### config.mk
export PLATFORM = sky130hd
export DESIGN_NAME = fft_frame_loader_flat
export DESIGN_NICKNAME = d
export VERILOG_FILES = /design/src/rtl/fft_pkg.sv /design/src/rtl/fft_frame_loader_if.sv /design/src/rtl/fft_frame_bank.sv /design/src/rtl/fft_frame_loader.sv /design/src/flat_wrapper.sv
export SDC_FILE = /design/constraint.sdc
export NUM_CORES = 1
export LEC_CHECK = 0
export CORE_ASPECT_RATIO = 1.1
export CORE_UTILIZATION = 37
export DETAILED_ROUTE_END_ITERATION = 8
export PLACE_DENSITY = 0.54
export SLEW_MARGIN = 20
export SYNTH_ARGS = -nofsm -noshare
export SYNTH_HDL_FRONTEND = slang
export SYNTH_SLANG_ARGS = --single-unit
### constraint.sdc
create_clock -name clk_i -period 5.95 [get_ports clk_i]
set_input_delay 0.8925 -clock clk_i [delete_from_list [all_inputs] [get_ports clk_i]]
set_output_delay 0.8925 -clock clk_i [all_outputs]
set_load 0.05 [all_outputs]
### src/rtl/fft_pkg.sv
// rtl/fft_pkg.sv - shared FFT sizing defaults, sample/frame types and output-width helper
package fft_pkg;

    localparam int DEF_POINT_FFT_POW2 = 4;
    localparam int DEF_FRAC_BITS      = 15;

    function automatic int point_fft(input int pow2);
        return 1 << pow2;
    endfunction

    localparam int DEF_POINT_FFT = point_fft(DEF_POINT_FFT_POW2);

    typedef logic signed [DEF_FRAC_BITS:0] sample_t;
    typedef sample_t [1:0]                  cplx_t;   // [0]=Re, [1]=Im
    typedef cplx_t [DEF_POINT_FFT-1:0]      frame_t;

    // top_fft grows one bit per radix-2 stage
    function automatic int data_out_w(input int frac_bits, input int pow2);
        return frac_bits + 1 + pow2;
    endfunction

    localparam int DATA_OUT_W = data_out_w(DEF_FRAC_BITS, DEF_POINT_FFT_POW2);

endpackage

### src/rtl/fft_frame_loader_if.sv
// rtl/fft_frame_loader_if.sv - sample stream in, packed frame out, sticky framing error
interface fft_frame_loader_if
    import fft_pkg::*;
#(
    parameter int POINT_FFT_POW2 = DEF_POINT_FFT_POW2,
    parameter int FRAC_BITS      = DEF_FRAC_BITS
);
    localparam int POINT_FFT = point_fft(POINT_FFT_POW2);

    logic                                       s_valid_i;
    logic                                       s_ready_o;
    logic signed [FRAC_BITS:0]                  s_re_i;
    logic signed [FRAC_BITS:0]                  s_im_i;
    logic                                       s_last_i;
    logic [POINT_FFT-1:0][1:0][FRAC_BITS:0]     frame_o;
    logic                                       frame_valid_o;
    logic                                       frame_ready_i;
    logic                                       err_o;

    modport slave (
        input  s_valid_i, s_re_i, s_im_i, s_last_i, frame_ready_i,
        output s_ready_o, frame_o, frame_valid_o, err_o
    );

    modport master (
        output s_valid_i, s_re_i, s_im_i, s_last_i, frame_ready_i,
        input  s_ready_o, frame_o, frame_valid_o, err_o
    );

endinterface

### src/rtl/fft_frame_bank.sv
// rtl/fft_frame_bank.sv - one frame of sample registers with indexed write port
module fft_frame_bank
    import fft_pkg::*;
#(
    parameter int POINT_FFT_POW2 = DEF_POINT_FFT_POW2,
    parameter int FRAC_BITS      = DEF_FRAC_BITS
) (
    input  logic                                                   clk_i,
    input  logic                                                   we_i,
    input  logic [POINT_FFT_POW2-1:0]                              idx_i,
    input  logic [FRAC_BITS:0]                                     re_i,
    input  logic [FRAC_BITS:0]                                     im_i,
    output logic [point_fft(POINT_FFT_POW2)-1:0][1:0][FRAC_BITS:0] frame_o
);
    localparam int POINT_FFT = point_fft(POINT_FFT_POW2);

    // Sample storage is deliberately unreset; full flags gate its visibility.
    logic [POINT_FFT-1:0][1:0][FRAC_BITS:0] mem_q;

    always_ff @(posedge clk_i) begin
        if (we_i) begin
            mem_q[idx_i][0] <= re_i;
            mem_q[idx_i][1] <= im_i;
        end
    end

    assign frame_o = mem_q;

endmodule

### src/rtl/fft_frame_loader.sv
// rtl/fft_frame_loader.sv - ping-pong assembly of streamed samples into top_fft frames
module fft_frame_loader
    import fft_pkg::*;
#(
    parameter int POINT_FFT_POW2 = DEF_POINT_FFT_POW2,
    parameter int FRAC_BITS      = DEF_FRAC_BITS
) (
    input  logic               clk_i,
    input  logic               rst_ni,
    fft_frame_loader_if.slave  bus
);
    localparam int POINT_FFT = point_fft(POINT_FFT_POW2);
    localparam int CW        = POINT_FFT_POW2;
    localparam logic [CW-1:0] LAST_IDX = CW'(POINT_FFT - 1);

    typedef logic [POINT_FFT-1:0][1:0][FRAC_BITS:0] bank_frame_t;

    logic [1:0]    full_q, full_d;
    logic          wr_bank_q, wr_bank_d;
    logic          rd_bank_q, rd_bank_d;
    logic [CW-1:0] wr_cnt_q, wr_cnt_d;
    logic          err_q, err_d;

    logic          s_ready;
    logic          accept;
    logic          consume;
    bank_frame_t   bank_frame [2];

    assign s_ready = rst_ni && !full_q[wr_bank_q];
    assign accept  = bus.s_valid_i && s_ready;
    assign consume = full_q[rd_bank_q] && bus.frame_ready_i;

    for (genvar b = 0; b < 2; b++) begin : g_bank
        fft_frame_bank #(
            .POINT_FFT_POW2 (POINT_FFT_POW2),
            .FRAC_BITS      (FRAC_BITS)
        ) u_bank (
            .clk_i   (clk_i),
            .we_i    (accept && (wr_bank_q == 1'(b))),
            .idx_i   (wr_cnt_q),
            .re_i    (bus.s_re_i),
            .im_i    (bus.s_im_i),
            .frame_o (bank_frame[b])
        );
    end

    // Completion and consume never hit the same bank: a consumed bank is full,
    // and a full bank is never the write target.
    always_comb begin
        full_d    = full_q;
        wr_bank_d = wr_bank_q;
        rd_bank_d = rd_bank_q;
        wr_cnt_d  = wr_cnt_q;
        err_d     = err_q;
        if (consume) begin
            full_d[rd_bank_q] = 1'b0;
            rd_bank_d         = ~rd_bank_q;
        end
        if (accept) begin
            if (wr_cnt_q == LAST_IDX) begin
                full_d[wr_bank_q] = 1'b1;
                wr_bank_d         = ~wr_bank_q;
                wr_cnt_d          = '0;
            end else if (bus.s_last_i) begin
                // Short frame: drop what was written and restart at index 0.
                wr_cnt_d = '0;
                err_d    = 1'b1;
            end else begin
                wr_cnt_d = wr_cnt_q + CW'(1);
            end
        end
    end

    always_ff @(posedge clk_i) begin
        if (!rst_ni) begin
            full_q    <= '0;
            wr_bank_q <= 1'b0;
            rd_bank_q <= 1'b0;
            wr_cnt_q  <= '0;
            err_q     <= 1'b0;
        end else begin
            full_q    <= full_d;
            wr_bank_q <= wr_bank_d;
            rd_bank_q <= rd_bank_d;
            wr_cnt_q  <= wr_cnt_d;
            err_q     <= err_d;
        end
    end

    assign bus.s_ready_o     = s_ready;
    assign bus.frame_valid_o = full_q[rd_bank_q];
    assign bus.frame_o       = bank_frame[rd_bank_q];
    assign bus.err_o         = err_q;

endmodule

### src/flat_wrapper.sv
// flat-port wrapper written by rule: the top's interface ports become plain ports
module fft_frame_loader_flat import fft_pkg::*;
#(
    parameter int POINT_FFT_POW2 = DEF_POINT_FFT_POW2,
    parameter int FRAC_BITS      = DEF_FRAC_BITS
)
  (clk_i, rst_ni, bus_s_valid_i, bus_s_re_i, bus_s_im_i, bus_s_last_i, bus_frame_ready_i, bus_s_ready_o, bus_frame_o, bus_frame_valid_o, bus_err_o);
  fft_frame_loader_if #(.POINT_FFT_POW2(POINT_FFT_POW2), .FRAC_BITS(FRAC_BITS)) bus_i ();
  input  logic clk_i;
  input  logic rst_ni;
  input wire logic [$bits(bus_i.s_valid_i)-1:0] bus_s_valid_i;
  input wire logic [$bits(bus_i.s_re_i)-1:0] bus_s_re_i;
  input wire logic [$bits(bus_i.s_im_i)-1:0] bus_s_im_i;
  input wire logic [$bits(bus_i.s_last_i)-1:0] bus_s_last_i;
  input wire logic [$bits(bus_i.frame_ready_i)-1:0] bus_frame_ready_i;
  output wire logic [$bits(bus_i.s_ready_o)-1:0] bus_s_ready_o;
  output wire logic [$bits(bus_i.frame_o)-1:0] bus_frame_o;
  output wire logic [$bits(bus_i.frame_valid_o)-1:0] bus_frame_valid_o;
  output wire logic [$bits(bus_i.err_o)-1:0] bus_err_o;
  assign bus_i.s_valid_i = bus_s_valid_i;
  assign bus_i.s_re_i = bus_s_re_i;
  assign bus_i.s_im_i = bus_s_im_i;
  assign bus_i.s_last_i = bus_s_last_i;
  assign bus_i.frame_ready_i = bus_frame_ready_i;
  assign bus_s_ready_o = bus_i.s_ready_o;
  assign bus_frame_o = bus_i.frame_o;
  assign bus_frame_valid_o = bus_i.frame_valid_o;
  assign bus_err_o = bus_i.err_o;
  fft_frame_loader #(.POINT_FFT_POW2(POINT_FFT_POW2), .FRAC_BITS(FRAC_BITS)) u_core (.clk_i(clk_i), .rst_ni(rst_ni), .bus(bus_i));
endmodule
* Word-level counts from Yosys, hierarchy flattened
Cells that the tools add are included.
Storage, ports and cells: register bits after elaboration 1033, bits of input ports 37, logic and storage cells 120, output and inout bits 515
Cells by class: mux-type cells 24, reductions and logical operators 11, magnitude comparators 7, eq/ne operators 1, bitwise gates (word level) 7, add/sub/neg operators 1
Operator list (number):
- bitwise mux 512 bit | 4
- two-way mux 512 bit | 3
- demux 32 bit (select 4 bit) | 2
- two-way mux 32 bit | 1
- two-way mux 16 bit | 1
- logical AND 1 bit | 8
- two-way mux 4 bit | 2
- two-way mux 1 bit | 6
- two-way mux 2 bit | 3
- < comparator 4 x 5 -> 1 bit (second input constant) | 1
- adder 4 x 1 -> 4 bit (second input constant) | 1
- == test 4 bit (second input constant) | 1
- >= comparator 4 x 1 -> 1 bit (second input constant) | 1
- < comparator 1 x 2 -> 1 bit (second input constant) | 2
- NOT 1 bit | 3
- AND reduction 3 bit | 1
- bitwise AND 2 bit | 1
- demux 1 bit (select 1 bit) | 2
- >= comparator 1 bit (second input constant) | 2
- >= comparator 2 bit (second input constant) | 1
- NOT 1 -> 2 bit | 1
- NOT 2 bit | 1
- bitwise OR 2 bit | 1
- AND reduction 2 bit | 1
- zero test 1 bit | 1

* Longest topological paths before layout
word-level depth 10, gate-level depth with buffers 5, gate-level depth less buffers 5

* By module
From an unflattened synthesis, not the netlist that was laid out.
Unflattened totals: cells, all modules 2429, area total of the unflattened synthesis 41033.1 um^2
By module, submodules not included:
- fft_frame_bank (u_core.g_bank[0].u_bank) | area each 17257.8 um^2, times used 1, cells an instance 902, sequential area each 15374.7 um^2
- fft_frame_bank (u_core.g_bank[1].u_bank) | area each 17250.3 um^2, times used 1, cells an instance 902, sequential area each 15374.7 um^2
- fft_frame_loader | area each 6525.0 um^2, times used 1, cells an instance 625, sequential area each 180.2 um^2

* Worst setup path after synthesis
No wires, ideal clock.
kind in2reg, from input port rst_ni, to register u_core.g_bank[1].u_bank.mem_q (netlist bit u_core.g_bank[1].u_bank.frame_o[384]) (enable), data required time 5529 ps, path buffers 2, arrival time 2938 ps, library setup time 421 ps, setup slack 2591 ps, stages on the path 4, path through buf_2 nand4b_1 clkbuf_1 nor2_1
On the way: cells in the longest elaborated chain, start to end 3
Ends and longest elaborated chain:
- start: declaration | line flat_wrapper.sv:10 | input logic rst_ni;
- logical AND 1 bit | line fft_frame_loader.sv:29 | assign s_ready = rst_ni && !full_q[wr_bank_q];
- logical AND 1 bit | line fft_frame_loader.sv:30 | assign accept = bus.s_valid_i && s_ready;
- logical AND 1 bit | line fft_frame_loader.sv:39 | .we_i (accept && (wr_bank_q == 1'(b))),
- end signal: indexed assignment | line fft_frame_bank.sv:22 | mem_q[idx_i][0] <= re_i;
- end signal: indexed assignment | line fft_frame_bank.sv:23 | mem_q[idx_i][1] <= im_i;
- end: declaration | line fft_frame_bank.sv:18 | logic [POINT_FFT-1:0][1:0][FRAC_BITS:0] mem_q;
No other way between the ends. A chain may end at the register's enable or synchronous reset.

* Worst setup path in the final report
from register u_core.rd_bank_q, to output port bus_frame_o[226]
On the way: cells in the longest elaborated chain, start to end 4
Ends and longest elaborated chain:
- start: declaration | line fft_frame_loader.sv:20 | logic rd_bank_q, rd_bank_d;
- start signal: assignment | line fft_frame_loader.sv:84 | rd_bank_q <= rd_bank_d;
- NOT 1 -> 2 bit (not written as such) | line fft_frame_loader.sv:92 | assign bus.frame_o = bank_frame[rd_bank_q];
- two-way mux 512 bit (not written as such) (3 in series) | line fft_frame_loader.sv:92
- end: declaration | line flat_wrapper.sv:17 | output wire logic [$bits(bus_i.frame_o)-1:0] bus_frame_o;
No other way between the ends. The select of a mux whose other input is x is not followed.

==> results.toml <==
[clock_network]
clkTransAtPathRegs_ns = 0.06
clockBufferDepth = 3
ctsResizeCount = 0
cts_hold_buf = 0
worst_skew_pair.late_latency_ns = 0.69
cts_buffers = 107
cts_root_buffer = "clkbuf_16"
htreeDepth = 3
cts_sinks = 1033
post-cts-setup-buffers = 0
cts_tree = "done"

[sta]
worstMarginPinSlew_ns = 1.11
rsz0062_at_grt = "no"
period_needed_ns = 4.33
period_share_pct = 72.8
setup_viol = 0
report.final.slew_viol_count = 0
fin_setup_tns_ns = 0
clock.fmax_mhz = 231
fin_skew_ns = 0.0228
hold_viol_final = 0
slew-limit-headroom_pct = 25.8

[status]
violations = "design-rule violations"
status = "finished with violations"

[pwr]
power_density_nw_per_um2 = 294
p_leak_nw = 17.0
max-vdd-ir-drop_v = 0.000213
p_total_mw = 14.8

[floorplanning]
rows = 125
initial_core_util_pct = 37.3
dieHeight_um = 344
ios = 552
fp.dieW_um = 313
dieArea_um2 = 108000
core-area_um2 = 106000

[yosys]
yosys.cell_types.count = 32
synthXorXnorAreaFrac_pct = 0
synth_top_cell_by_area = "edfxtp_1"
synth_seq_cells = 1033
synthArstFlopShare_pct = 0
synth_edf_count = 1024
synth-simple-area-share_pct = 4.87
synth_warnings = 0
synth_cells = 2023
synth_mux_area_share_pct = 14.7
synth_top_family_by_area = "multiplexers"
synth_area_um2 = 39400
seq_area_frac_synth_pct = 78.6
synth-adder-area-share_pct = 0.127
ys_dominant_reg_cell = "edfxtp_1"
synth_top_cell_area_share_pct = 78.1
post-synth-top-count-cell = "edfxtp_1"
syn_area_per_cell_um2 = 19.5
netlist_top_cells_area = "edfxtp_1, mux2_2, and3_1, and2_1, buf_2"
synth_compound_area_share_pct = 0.292
synthTopCellsByCount = "edfxtp_1, mux2_2, and3_1"
synth_nets = 2064

[worst_setup_path]
worstPathMaxFanout = 48
critPathRequiredTime_ns = 5.06
cp_common_cell = "buf_4"
crit_path_start_kind = "flip-flop"
cp_slowest_cell = "clkdlybuf4s50_1"
crit_buf_inv = 3
criticalPathCategory = "reg2out"
cp_cell_sequence = "buf_4 > buf_4 > mux2_2 > clkdlybuf4s50_1"
critPathTopFamily = "buffers and inverters"
arrival_ns = 3.44
critPathCaptureType = "primary output"
critPathMaxStageDelay_ns = 0.71

[global_route]
grt_max_degree = 123
grt.overflow.total = 0
grt_pass1_wl_mm = 166
grt_pass1_vias = 21400
antenna_found_initial = 18
gr-usage-all-layers_pct = 22.2

[flow_run]
cap_violations = 0

[placement]
placed_area_um2 = 46500
io_buffers = 551
gp_congestion = 0.771
dp_hpwl_mm = 74.3
place_inst = 3870

[min_path]
worst_hold_path_type = "reg2reg"

[route]
drc = 6
wl_per_cell_um = 29.7
ant_nets = 0
drt-initial-drc-count = 1796
wl_mm = 122
vias = 21000
via_per_inst = 5.14
dr.pass1.iters = 7

[layout]
fin_nets = 2639
fin_util_pct = 47.6
layoutNonFillerInstCount = 4093
drive_gt1_share_pct = 29.0
final_area_um2 = 50300
syn_to_final_growth_pct = 27.8
-- per-stage QoR --
stage,setup WS [ns],hold slack (ns)
floorplan,2.59,0.475
global placement,1.93,0.471
detailed placement,1.84,0.456
CTS,1.57,0.483
global route,1.48,0.498
finish,1.62,0.485
-- cell type report --
cell class,count,area (µm²)
Clock inverter,52,493
Clock buffer,139,2870
Timing Repair Buffer,593,6050
Antenna cell,16,40.0
Fill cell,8917,55300
Inverter,4,15.0
Tap cell,1397,1750
Multi-Input combinational cell,859,8150
Sequential cell,1033,30900
-- logic make-up after synthesis --
group,after synthesis
mux,514
flops,1033
buf+inv,131
compound gates,16
fa+ha+maj,4
simple gates,325
-- where the power goes --
group	internal [mW]	total [mW]	switching (mW)
Sequential	7.97	7.97	0.00608
Clock	3.73	6.47	2.74
Combinational	0.0628	0.358	0.295
-- registers in the layout (all words and copies together) (netlist names) --
register / count
u_core.bus.err_o: 1
u_core.rd_bank_q: 1
u_core.wr_bank_q: 1
u_core.full_q: 2
u_core.wr_cnt_q: 4
u_core.g_bank.u_bank.frame_o: 1024
-- routing by layer --
metal / vias up / GRT usage (%) / wire length [µm]
met4: 0 / 6.74 / 3050
met5: - / 0 / 0
met2: 805 / 38.4 / 62000
met1: 11000 / 28.2 / 48400
li1: 9098 / - / -
met3: 138 / 4.14 / 8200
-- cells in the final DEF (no fill, tap or decap), types with 11 or more instances in the layout --
cell type	synthesis	layout
clkbuf_1	69	27
buf_2	58	31
buf_12	0	12
diode_2	0	16
nand2_1	14	14
clkbuf_16	0	109
and3_1	196	196
clkinv_2	0	16
mux2_2	513	513
clkinv_1	0	16
and2_1	64	64
clkdlybuf4s50_1	0	520
edfxtp_1	1024	1024
nor2_4	0	33
buf_16	0	11
buf_4	0	19
-- path summary, 6_finish.rpt --
check	startpoint	end	cells past startpoint	slack (ns)
worst max register to register	u_core.wr_cnt_q[3]	u_core.g_bank[0].u_bank.frame_o[330]	4	2.59
worst min-delay path	u_core.bus.err_o	u_core.bus.err_o	1	0.48
worst min register to register	u_core.bus.err_o	u_core.bus.err_o	1	0.48
worst max-delay path	u_core.rd_bank_q	bus_frame_o[226]	4	1.62
(Power assumes the default switching activity.)
